### config.mk
export PLATFORM = sky130hd
export DESIGN_NAME = spi_controller_flat
export DESIGN_NICKNAME = d
export VERILOG_FILES = /design/src/rtl/spi_pkg.sv /design/src/rtl/spi_controller_if.sv /design/src/rtl/spi_sclk_phase.sv /design/src/rtl/spi_controller.sv /design/src/flat_wrapper.sv
export SDC_FILE = /design/constraint.sdc
export NUM_CORES = 1
export LEC_CHECK = 0
export BUFFER_PORTS_ARGS = -buffer_cell sky130_fd_sc_hd__buf_2
export CORE_MARGIN = 1.5
export CORE_UTILIZATION = 56
export DETAILED_ROUTE_END_ITERATION = 10
export GPL_TIMING_DRIVEN = 1
export PLACE_DENSITY = 0.79
export SLEW_MARGIN = 20
export SYNTH_ARGS = -nofsm -noshare
export SYNTH_HDL_FRONTEND = slang
export SYNTH_SLANG_ARGS = --single-unit
export TNS_END_PERCENT = 10
### constraint.sdc
create_clock -name clk -period 2.4 [get_ports clk]
set_input_delay 0.24 -clock clk [delete_from_list [all_inputs] [get_ports clk]]
set_output_delay 0.24 -clock clk [all_outputs]
set_load 0.005 [all_outputs]
### src/rtl/spi_pkg.sv
// Shared SPI definitions: frame geometry, peripheral register map and
// the controller state encoding. Also used by spi_peripheral.
package spi_pkg;

    localparam int FRAME_W = 16;
    localparam int ADDR_W  = 7;
    localparam int DATA_W  = 8;

    localparam logic [ADDR_W-1:0] REG_PWM_DUTY   = 7'h00;
    localparam logic [ADDR_W-1:0] REG_PWM_PERIOD = 7'h01;
    localparam logic [ADDR_W-1:0] REG_GPIO_OUT   = 7'h02;
    localparam logic [ADDR_W-1:0] REG_CTRL       = 7'h03;
    localparam logic [ADDR_W-1:0] REG_SCRATCH    = 7'h04;

    typedef enum logic [2:0] {
        ST_IDLE,
        ST_SETUP,
        ST_SHIFT,
        ST_HOLD,
        ST_GAP
    } ctrl_state_t;

    // Largest of four timing parameters; sizes the shared timing counters.
    function automatic int max_of4(input int a, input int b, input int c, input int d);
        int m;
        m = a;
        if (b > m) m = b;
        if (c > m) m = c;
        if (d > m) m = d;
        return m;
    endfunction

endpackage

### src/rtl/spi_controller_if.sv
// Request/status port of the SPI controller: valid/ready frame request
// plus busy and done status back to the requester.
interface spi_controller_if;
    import spi_pkg::*;

    logic              req_valid;
    logic              req_ready;
    logic              req_rw;
    logic [ADDR_W-1:0] req_addr;
    logic [DATA_W-1:0] req_data;
    logic              busy;
    logic              done;

    modport master (
        output req_valid, req_rw, req_addr, req_data,
        input  req_ready, busy, done
    );

    modport slave (
        input  req_valid, req_rw, req_addr, req_data,
        output req_ready, busy, done
    );

endinterface

### src/rtl/spi_sclk_phase.sv
// SCLK half-period timer: pulses half_tick on the last clk cycle of each
// half-period while enabled, and sits at zero while disabled.
module spi_sclk_phase #(
    parameter int HALF_DIV = 4,
    parameter int CNT_W    = 3
) (
    input  logic clk,
    input  logic rst_n,
    input  logic en,
    output logic half_tick
);

    localparam logic [CNT_W-1:0] LAST = CNT_W'(HALF_DIV - 1);

    logic [CNT_W-1:0] phase_q;
    logic [CNT_W-1:0] phase_d;

    // Count through one half-period, restarting on each tick or when idle.
    always_comb begin
        half_tick = en && (phase_q == LAST);
        phase_d   = phase_q + 1'b1;
        if (!en || half_tick) phase_d = '0;
    end

    // Phase register.
    always_ff @(posedge clk or negedge rst_n) begin
        if (!rst_n) phase_q <= '0;
        else        phase_q <= phase_d;
    end

endmodule

### src/rtl/spi_controller.sv
// SPI mode-0 initiator: accepts one 16-bit {rw, addr, data} frame per
// request and shifts it out MSB first. All pins come straight from flops.
module spi_controller
    import spi_pkg::*;
#(
    parameter int HALF_DIV = 4,
    parameter int CS_SETUP = 2,
    parameter int CS_HOLD  = 2,
    parameter int IDLE_GAP = 4
) (
    input  logic             clk,
    input  logic             rst_n,
    spi_controller_if.slave  bus,
    output logic             spi_cs,
    output logic             spi_sclk,
    output logic             spi_copi
);

    localparam int CNT_W = $clog2(max_of4(HALF_DIV, CS_SETUP, CS_HOLD, IDLE_GAP) + 1);
    localparam logic [CNT_W-1:0] SETUP_LAST = CNT_W'(CS_SETUP - 1);
    localparam logic [CNT_W-1:0] HOLD_LAST  = CNT_W'(CS_HOLD - 1);
    localparam logic [CNT_W-1:0] GAP_LAST   = CNT_W'(IDLE_GAP - 1);

    if (HALF_DIV < 2) begin : g_bad_half_div
        $error("spi_controller: HALF_DIV must be >= 2");
    end
    if (CS_SETUP < 1) begin : g_bad_cs_setup
        $error("spi_controller: CS_SETUP must be >= 1");
    end
    if (CS_HOLD < 1) begin : g_bad_cs_hold
        $error("spi_controller: CS_HOLD must be >= 1");
    end
    if (IDLE_GAP < 1) begin : g_bad_idle_gap
        $error("spi_controller: IDLE_GAP must be >= 1");
    end

    ctrl_state_t        state_q, state_d;
    logic [FRAME_W-1:0] shift_q, shift_d;
    logic [4:0]         bit_q, bit_d;
    logic [CNT_W-1:0]   cnt_q, cnt_d;
    logic               cs_q, cs_d;
    logic               sclk_q, sclk_d;
    logic               copi_q, copi_d;
    logic               busy_q, busy_d;
    logic               done_q, done_d;
    logic               half_tick;

    spi_sclk_phase #(
        .HALF_DIV (HALF_DIV),
        .CNT_W    (CNT_W)
    ) u_phase (
        .clk       (clk),
        .rst_n     (rst_n),
        .en        (state_q == ST_SHIFT),
        .half_tick (half_tick)
    );

    assign bus.req_ready = (state_q == ST_IDLE);
    assign bus.busy      = busy_q;
    assign bus.done      = done_q;
    assign spi_cs        = cs_q;
    assign spi_sclk      = sclk_q;
    assign spi_copi      = copi_q;

    // Frame sequencing: next-state and next-pin values for every register.
    always_comb begin
        state_d = state_q;
        shift_d = shift_q;
        bit_d   = bit_q;
        cnt_d   = cnt_q;
        cs_d    = cs_q;
        sclk_d  = sclk_q;
        copi_d  = copi_q;
        busy_d  = busy_q;
        done_d  = 1'b0;
        unique case (state_q)
            ST_IDLE: begin
                if (bus.req_valid) begin
                    shift_d = {bus.req_rw, bus.req_addr, bus.req_data};
                    copi_d  = bus.req_rw;
                    cs_d    = 1'b0;
                    busy_d  = 1'b1;
                    bit_d   = '0;
                    cnt_d   = '0;
                    state_d = ST_SETUP;
                end
            end
            ST_SETUP: begin
                cnt_d = cnt_q + 1'b1;
                if (cnt_q == SETUP_LAST) begin
                    cnt_d   = '0;
                    state_d = ST_SHIFT;
                end
            end
            ST_SHIFT: begin
                if (half_tick) begin
                    sclk_d = ~sclk_q;
                    // Falling edge: advance to the next bit unless the frame is complete.
                    if (sclk_q) begin
                        if (bit_q == 5'd15) begin
                            cnt_d   = '0;
                            state_d = ST_HOLD;
                        end else begin
                            bit_d   = bit_q + 5'd1;
                            shift_d = {shift_q[FRAME_W-2:0], 1'b0};
                            copi_d  = shift_q[FRAME_W-2];
                        end
                    end
                end
            end
            ST_HOLD: begin
                cnt_d = cnt_q + 1'b1;
                if (cnt_q == HOLD_LAST) begin
                    cs_d    = 1'b1;
                    done_d  = 1'b1;
                    cnt_d   = '0;
                    state_d = ST_GAP;
                end
            end
            ST_GAP: begin
                cnt_d = cnt_q + 1'b1;
                if (cnt_q == GAP_LAST) begin
                    busy_d  = 1'b0;
                    cnt_d   = '0;
                    state_d = ST_IDLE;
                end
            end
            default: state_d = ST_IDLE;
        endcase
    end

    // State and pin registers; reset abandons any frame in flight.
    always_ff @(posedge clk or negedge rst_n) begin
        if (!rst_n) begin
            state_q <= ST_IDLE;
            shift_q <= '0;
            bit_q   <= '0;
            cnt_q   <= '0;
            cs_q    <= 1'b1;
            sclk_q  <= 1'b0;
            copi_q  <= 1'b0;
            busy_q  <= 1'b0;
            done_q  <= 1'b0;
        end else begin
            state_q <= state_d;
            shift_q <= shift_d;
            bit_q   <= bit_d;
            cnt_q   <= cnt_d;
            cs_q    <= cs_d;
            sclk_q  <= sclk_d;
            copi_q  <= copi_d;
            busy_q  <= busy_d;
            done_q  <= done_d;
        end
    end

endmodule
### src/flat_wrapper.sv
// flat-port wrapper written by rule: the top's interface ports become plain ports
module spi_controller_flat import spi_pkg::*;
#(
    parameter int HALF_DIV = 4,
    parameter int CS_SETUP = 2,
    parameter int CS_HOLD  = 2,
    parameter int IDLE_GAP = 4
)
  (clk, rst_n, spi_cs, spi_sclk, spi_copi, bus_req_valid, bus_req_rw, bus_req_addr, bus_req_data, bus_req_ready, bus_busy, bus_done);
  spi_controller_if bus_i ();
  input  logic clk;
  input  logic rst_n;
  output logic spi_cs;
  output logic spi_sclk;
  output logic spi_copi;
  input wire logic [$bits(bus_i.req_valid)-1:0] bus_req_valid;
  input wire logic [$bits(bus_i.req_rw)-1:0] bus_req_rw;
  input wire logic [$bits(bus_i.req_addr)-1:0] bus_req_addr;
  input wire logic [$bits(bus_i.req_data)-1:0] bus_req_data;
  output wire logic [$bits(bus_i.req_ready)-1:0] bus_req_ready;
  output wire logic [$bits(bus_i.busy)-1:0] bus_busy;
  output wire logic [$bits(bus_i.done)-1:0] bus_done;
  assign bus_i.req_valid = bus_req_valid;
  assign bus_i.req_rw = bus_req_rw;
  assign bus_i.req_addr = bus_req_addr;
  assign bus_i.req_data = bus_req_data;
  assign bus_req_ready = bus_i.req_ready;
  assign bus_busy = bus_i.busy;
  assign bus_done = bus_i.done;
  spi_controller #(.HALF_DIV(HALF_DIV), .CS_SETUP(CS_SETUP), .CS_HOLD(CS_HOLD), .IDLE_GAP(IDLE_GAP)) u_core (.clk(clk), .rst_n(rst_n), .bus(bus_i), .spi_cs(spi_cs), .spi_sclk(spi_sclk), .spi_copi(spi_copi));
endmodule
# --- Word-level counts from Yosys, hierarchy flattened ---
# Cells that the tools add are included.
totals:
  register_bits: 34
  in_bits: 19
  elab_cells: 84
classes:
  addsub: 3
  eq_ne: 16
  muxes: 39
  bitwise: 1
  n_reduce_logical: 15
ops:
  columns: ["cell", "n"]
  rows:
  - ["$mux 15", 4]
  - ["$mux 3", 14]
  - ["$pmux 15 s2", 1]
  - ["$mux 5", 4]
  - ["$pmux 3 s5", 1]
  - ["$eq 3x2->1 const B", 4]
  - ["$ne 2x1->1 const B", 6]
  - ["$pmux 3 s4", 1]
  - ["$mux 1", 10]
  - ["$pmux 5 s2", 1]
  - ["$reduce_and 5->1", 2]
  - ["$reduce_and 7->1", 1]
  - ["$add 3x1->3 const B", 2]
  - ["$eq 3x1->1 const B", 2]
  - ["$pmux 1 s2", 3]
  - ["$reduce_and 3->1", 2]
  - ["$reduce_bool 2->1", 3]
  - ["$add 5x1->5 const B", 1]
  - ["$eq 5x4->1 const B", 1]
  - ["$ne 2x2->1 const B", 2]
  - ["$reduce_bool 4->1", 1]
  - ["$eq 3x3->1 const B", 1]
  - ["$logic_not 3->1", 1]
  - ["$reduce_and 2->1", 1]
  - ["other kinds (5)", 5]

# --- Longest topological paths before layout ---
logic_depth:
  word_depth: 5
  mapped_depth: 9
  mapped_depth_nobuf: 7

# --- By module ---
# From an unflattened synthesis, not the netlist that was laid out.
unflattened:
  cells_unflattened: 161
  hier_area_um2: 1720.4
by_module_without_submodules:
  columns: ["module", "n_inst", "cells_each", "area_per_inst_um2", "seq_area_each_um2"]
  rows:
  - ["spi_controller", 1, 151, 1585.3, 777.0]
  - ["spi_sclk_phase", 1, 10, 135.1, 75.1]

# --- Least setup slack after synthesis ---
# No wires, ideal clock.
synth_path:
  kind: "register to register"
  start: "register u_core.bit_q[0]"
  end: "register u_core.bit_q[4]"
  arrival_ns: 1.652
  required_time_ns: 2.317
  slack_ns: 0.666
  stages_incl_launch_ff: 9
  period_less_slack_ns: 1.734
  path_cell_list: "dfrtp_1 -> ha_1 -> and3_1 -> ha_1 -> nand2_1 -> o211ai_4 -> buf_6 -> or3_1 -> o21ai_0"
synth_via:
  elab_chain_len: 5
synth_lines:
  columns: ["item", "line_no", "text"]
  rows:
  - ["from (decl)", "spi_controller.sv:39", "logic [4:0] bit_q, bit_d;"]
  - ["from (signal assigned)", "spi_controller.sv:147", "bit_q <= bit_d;"]
  - ["$add 5x1->5", "spi_controller.sv:104", "bit_d = bit_q + 5'd1;"]
  - ["$mux 5", "spi_controller.sv:100", "if (bit_q == 5'd15) begin"]
  - ["$mux 5", "spi_controller.sv:99", "if (sclk_q) begin"]
  - ["$mux 5", "spi_controller.sv:96", "if (half_tick) begin"]
  - ["$pmux 5 s2", "spi_controller.sv:76", "unique case (state_q)"]
# Parallel ways exist; a longest one is shown, timed or not. The select of a mux whose other input is x is not followed.
# A chain may end at the register's enable or synchronous reset.

# --- Worst setup path in the final report ---
layout_path:
  start: "register u_core.bit_q[0]"
  end: "register u_core.bit_q[3]"
# The elaborated chain is that of the path after synthesis.

==> flow_metrics.py <==
metrics = {
    "logic_synthesis": {
        "synth_seq_cells": 34,
        "postSynthCellCount": 162,
        "synth.largest_area_cell": "dfrtp_1",
        "syn_area_per_cell_um2": 10.5,
        "synth_area_leaders": "dfrtp_1 49%, mux2i_1 9.5%, o21ai_0 6.5%, ha_1 5.9%, nand2_1 5.1%",
        "synth_edf_count": 0,
        "syn-cell-area_um2": 1690,
        "ys.warnings.count": 0,
        "synth.net_count": 189,
        "synthArstFlopShare": 1.00,
        "synth_cell_types": 33,
        "synth_seq_area_share": 0.503,
        "synth_top_flop_cell": "dfrtp_1",
        "synth_top_area_frac": 0.487,
    },
    "pwr": {
        "power_leakage_nw": 0.854,
        "max-vdd-ir-drop_uv": 338,
        "power_density_nw_per_um2": 483,
    },
    "drt": {
        "postRouteAntennaNets": 0,
        "wirelength_um": 2900,
        "routedWlPerCell_um": 13.2,
        "first_pass_iters": 6,
        "vias": 1214,
        "drc": 0,
        "vias_per_cell": 5.54,
        "drt-initial-drc-count": 23,
    },
    "sta": {
        "finalSetupViolCount": 0,
        "finalHoldViolations": 0,
        "max_freq_mhz": 472,
        "worst_clock_skew_ns": 0.0175,
        "hold_ws_ns": 0.135,
        "min_period_ns": 2.12,
        "drv_slew": 0,
        "rsz0062_at_grt": "false",
        "tightest_slew_ns": 0.791,
        "finalCritPeriodShare": 0.883,
        "slew-limit-headroom": 0.470,
        "setup_tns_ns": 0,
    },
    "finish": {
        "diodes": 0,
        "layout_common_cells": "33 x dfrtp_1, 24 x buf_2, 23 x nand2_1",
        "area_delta_synth_final_pct": 9.97,
        "nFillCells": 239,
        "drive_gt1_frac": 0.202,
        "regArea_um2": 852,
        "layout_commonest_cell": "dfrtp_1",
        "multiInputGateArea_um2": 742,
        "nets": 214,
    },
    "global_route": {
        "grt_max_degree": 41,
        "antenna_found_initial": 0,
        "grt_pass1_vias": 1158,
        "track_usage": 0.198,
        "grt_pass1_wl_um": 5000,
        "grt-ovfl-total": 0,
    },
    "setup_path": {
        "crit_path_cell_trace": "ha_1 -> and3_1 -> ha_1 -> nand2_1 -> o211ai_4 -> or3_1 -> a21oi_1",
        "reg2reg_from": "u_core.bit_q[0]",
        "critical_path_required_ns": 2.68,
        "startpoint": "u_core.bit_q[0]",
        "critical-path-max-stage-delay_ns": 0.45,
        "critPathKind": "flip-flop to flip-flop",
        "cp_max_fo": 40,
        "end_kind": "flip-flop",
        "reg2reg_depth": 7,
        "crit_path_frequent_cell": "ha_1",
        "cp_slowest_cell": "or3_1",
        "critPathLaunchType": "flip-flop",
        "arrival_ns": 2.40,
    },
    "clock_network": {
        "numCtsBuffers": 5,
        "clockBufferDepth": 2,
        "cts-root-buf": "clkbuf_4",
        "clk_latency_ns": 0.34,
        "cts_tree": "built",
        "clock_sinks": 34,
        "htreeDepth": 2,
        "clk_pin_slew_ns": 0.11,
        "post_cts_resized": 0,
    },
    "die": {
        "die_w_um": 58,
        "design.core.area_um2": 2810,
        "start_util": 0.604,
        "std_cell_rows": 19,
        "pin_count": 25,
        "die-area_um2": 3360,
        "die-height_um": 58,
    },
    "status": {
        "outcome": "completed",
    },
    "min_path": {
        "whs_path_depth": 2,
        "hold_path.class": "input port to flip-flop",
        "min_from": "bus_req_data[0]",
    },
    "place": {
        "place_congestion": 0.762,
        "dp_hpwl_um": 2050,
        "io_buffers": 24,
    },
    "job": {
        "cap_violations": 0,
    },
}
-- routing by layer --
metal,GRT usage,routed length [um]
met1,0.252,1340
met3,0.0513,111
met4,0.0963,64
met5,0,0
met2,0.317,1390
-- cell type report --
class / count / area share
Tap cell: 31 / 0.0208
Clock inverter: 2 / 0.00537
Clock buffer: 6 / 0.0222
Inverter: 9 / 0.0181
Multi-Input combinational cell: 110 / 0.398
Timing Repair Buffer: 27 / 0.0779
Sequential cell: 34 / 0.457
-- worst max-delay path, delay by kind of cell, from the launching register on --
kind	cells	cell delay (ns)
AO/OA/AOI/OAI	2	0.43
flip-flops	1	0.42
AND/OR/NAND/NOR	3	0.78
adder cells (fa/ha/maj)	2	0.43
-- path summary, 6_finish.rpt --
kind / to / slack [ns]
max in group asynchronous: u_core.shift_q[9] / 1.43
setup reg to reg: u_core.bit_q[3] / 0.28
hold / removal: u_core.shift_q[0] / 0.13
setup / recovery: u_core.bit_q[3] / 0.28
min in group asynchronous: u_core.shift_q[7] / 0.49
hold reg to reg: u_core.u_phase.phase_q[0] / 0.46
-- kinds of logic after synthesis --
kind of cell	after synthesis	synth area share
AND/OR/NAND/NOR	52	0.161
flip-flops	34	0.503
AO/OA/AOI/OAI	32	0.113
buffers and inverters	18	0.0591
multiplexers	16	0.0945
adder cells (fa/ha/maj)	8	0.0591
XOR/XNOR	2	0.0103
-- timing repair --
item                      in CTS  in global routing
buffers inserted               0                  0
hold endpoints to repair      33                  0
hold buffers                   1                  0
-- cell usage after synthesis, drive strengths merged (2+ instances only) --
master / n
xnor2: 2
and3: 2
nand2: 23
and2: 2
nor3: 4
o21ai: 22
mux2i: 16
nor2: 6
a21oi: 4
buf: 8
nand3: 5
ha: 8
or3: 3
dfrtp: 33
nor2b: 2
inv: 9
-- per-stage QoR --
step	power, mW	worst slack [ns]	utilization	cells	cell area [um^2]
floorplan	0.587	0.666	-	162	1690
global placement	0.612	0.356	0.642	210	1800
detailed placement	0.613	0.284	0.642	210	1800
CTS	0.908	0.271	0.664	219	1860
global route	0.934	0.142	0.664	219	1860
finish	0.899	0.282	0.664	219	1860
-- report_power, final --
| group | internal (mW) | switching, mW |
|---|---|---|
| Combinational | 0.0123 | 0.0156 |
| Sequential | 0.573 | 0.000170 |
| Clock | 0.111 | 0.186 |
-- sequential cells by signal (all words and copies together), names as in the netlist --
register and flops:
u_core.state_q 3, u_core.bit_q 5, u_core.cnt_q 3, u_core.shift_q 15, u_core.spi_copi 1, u_core.spi_sclk 1
u_core.bus.done 1, u_core.bus.busy 1, u_core.u_phase.phase_q 3, u_core.spi_cs 1
Note: power is estimated with default switching activity, not from simulation.
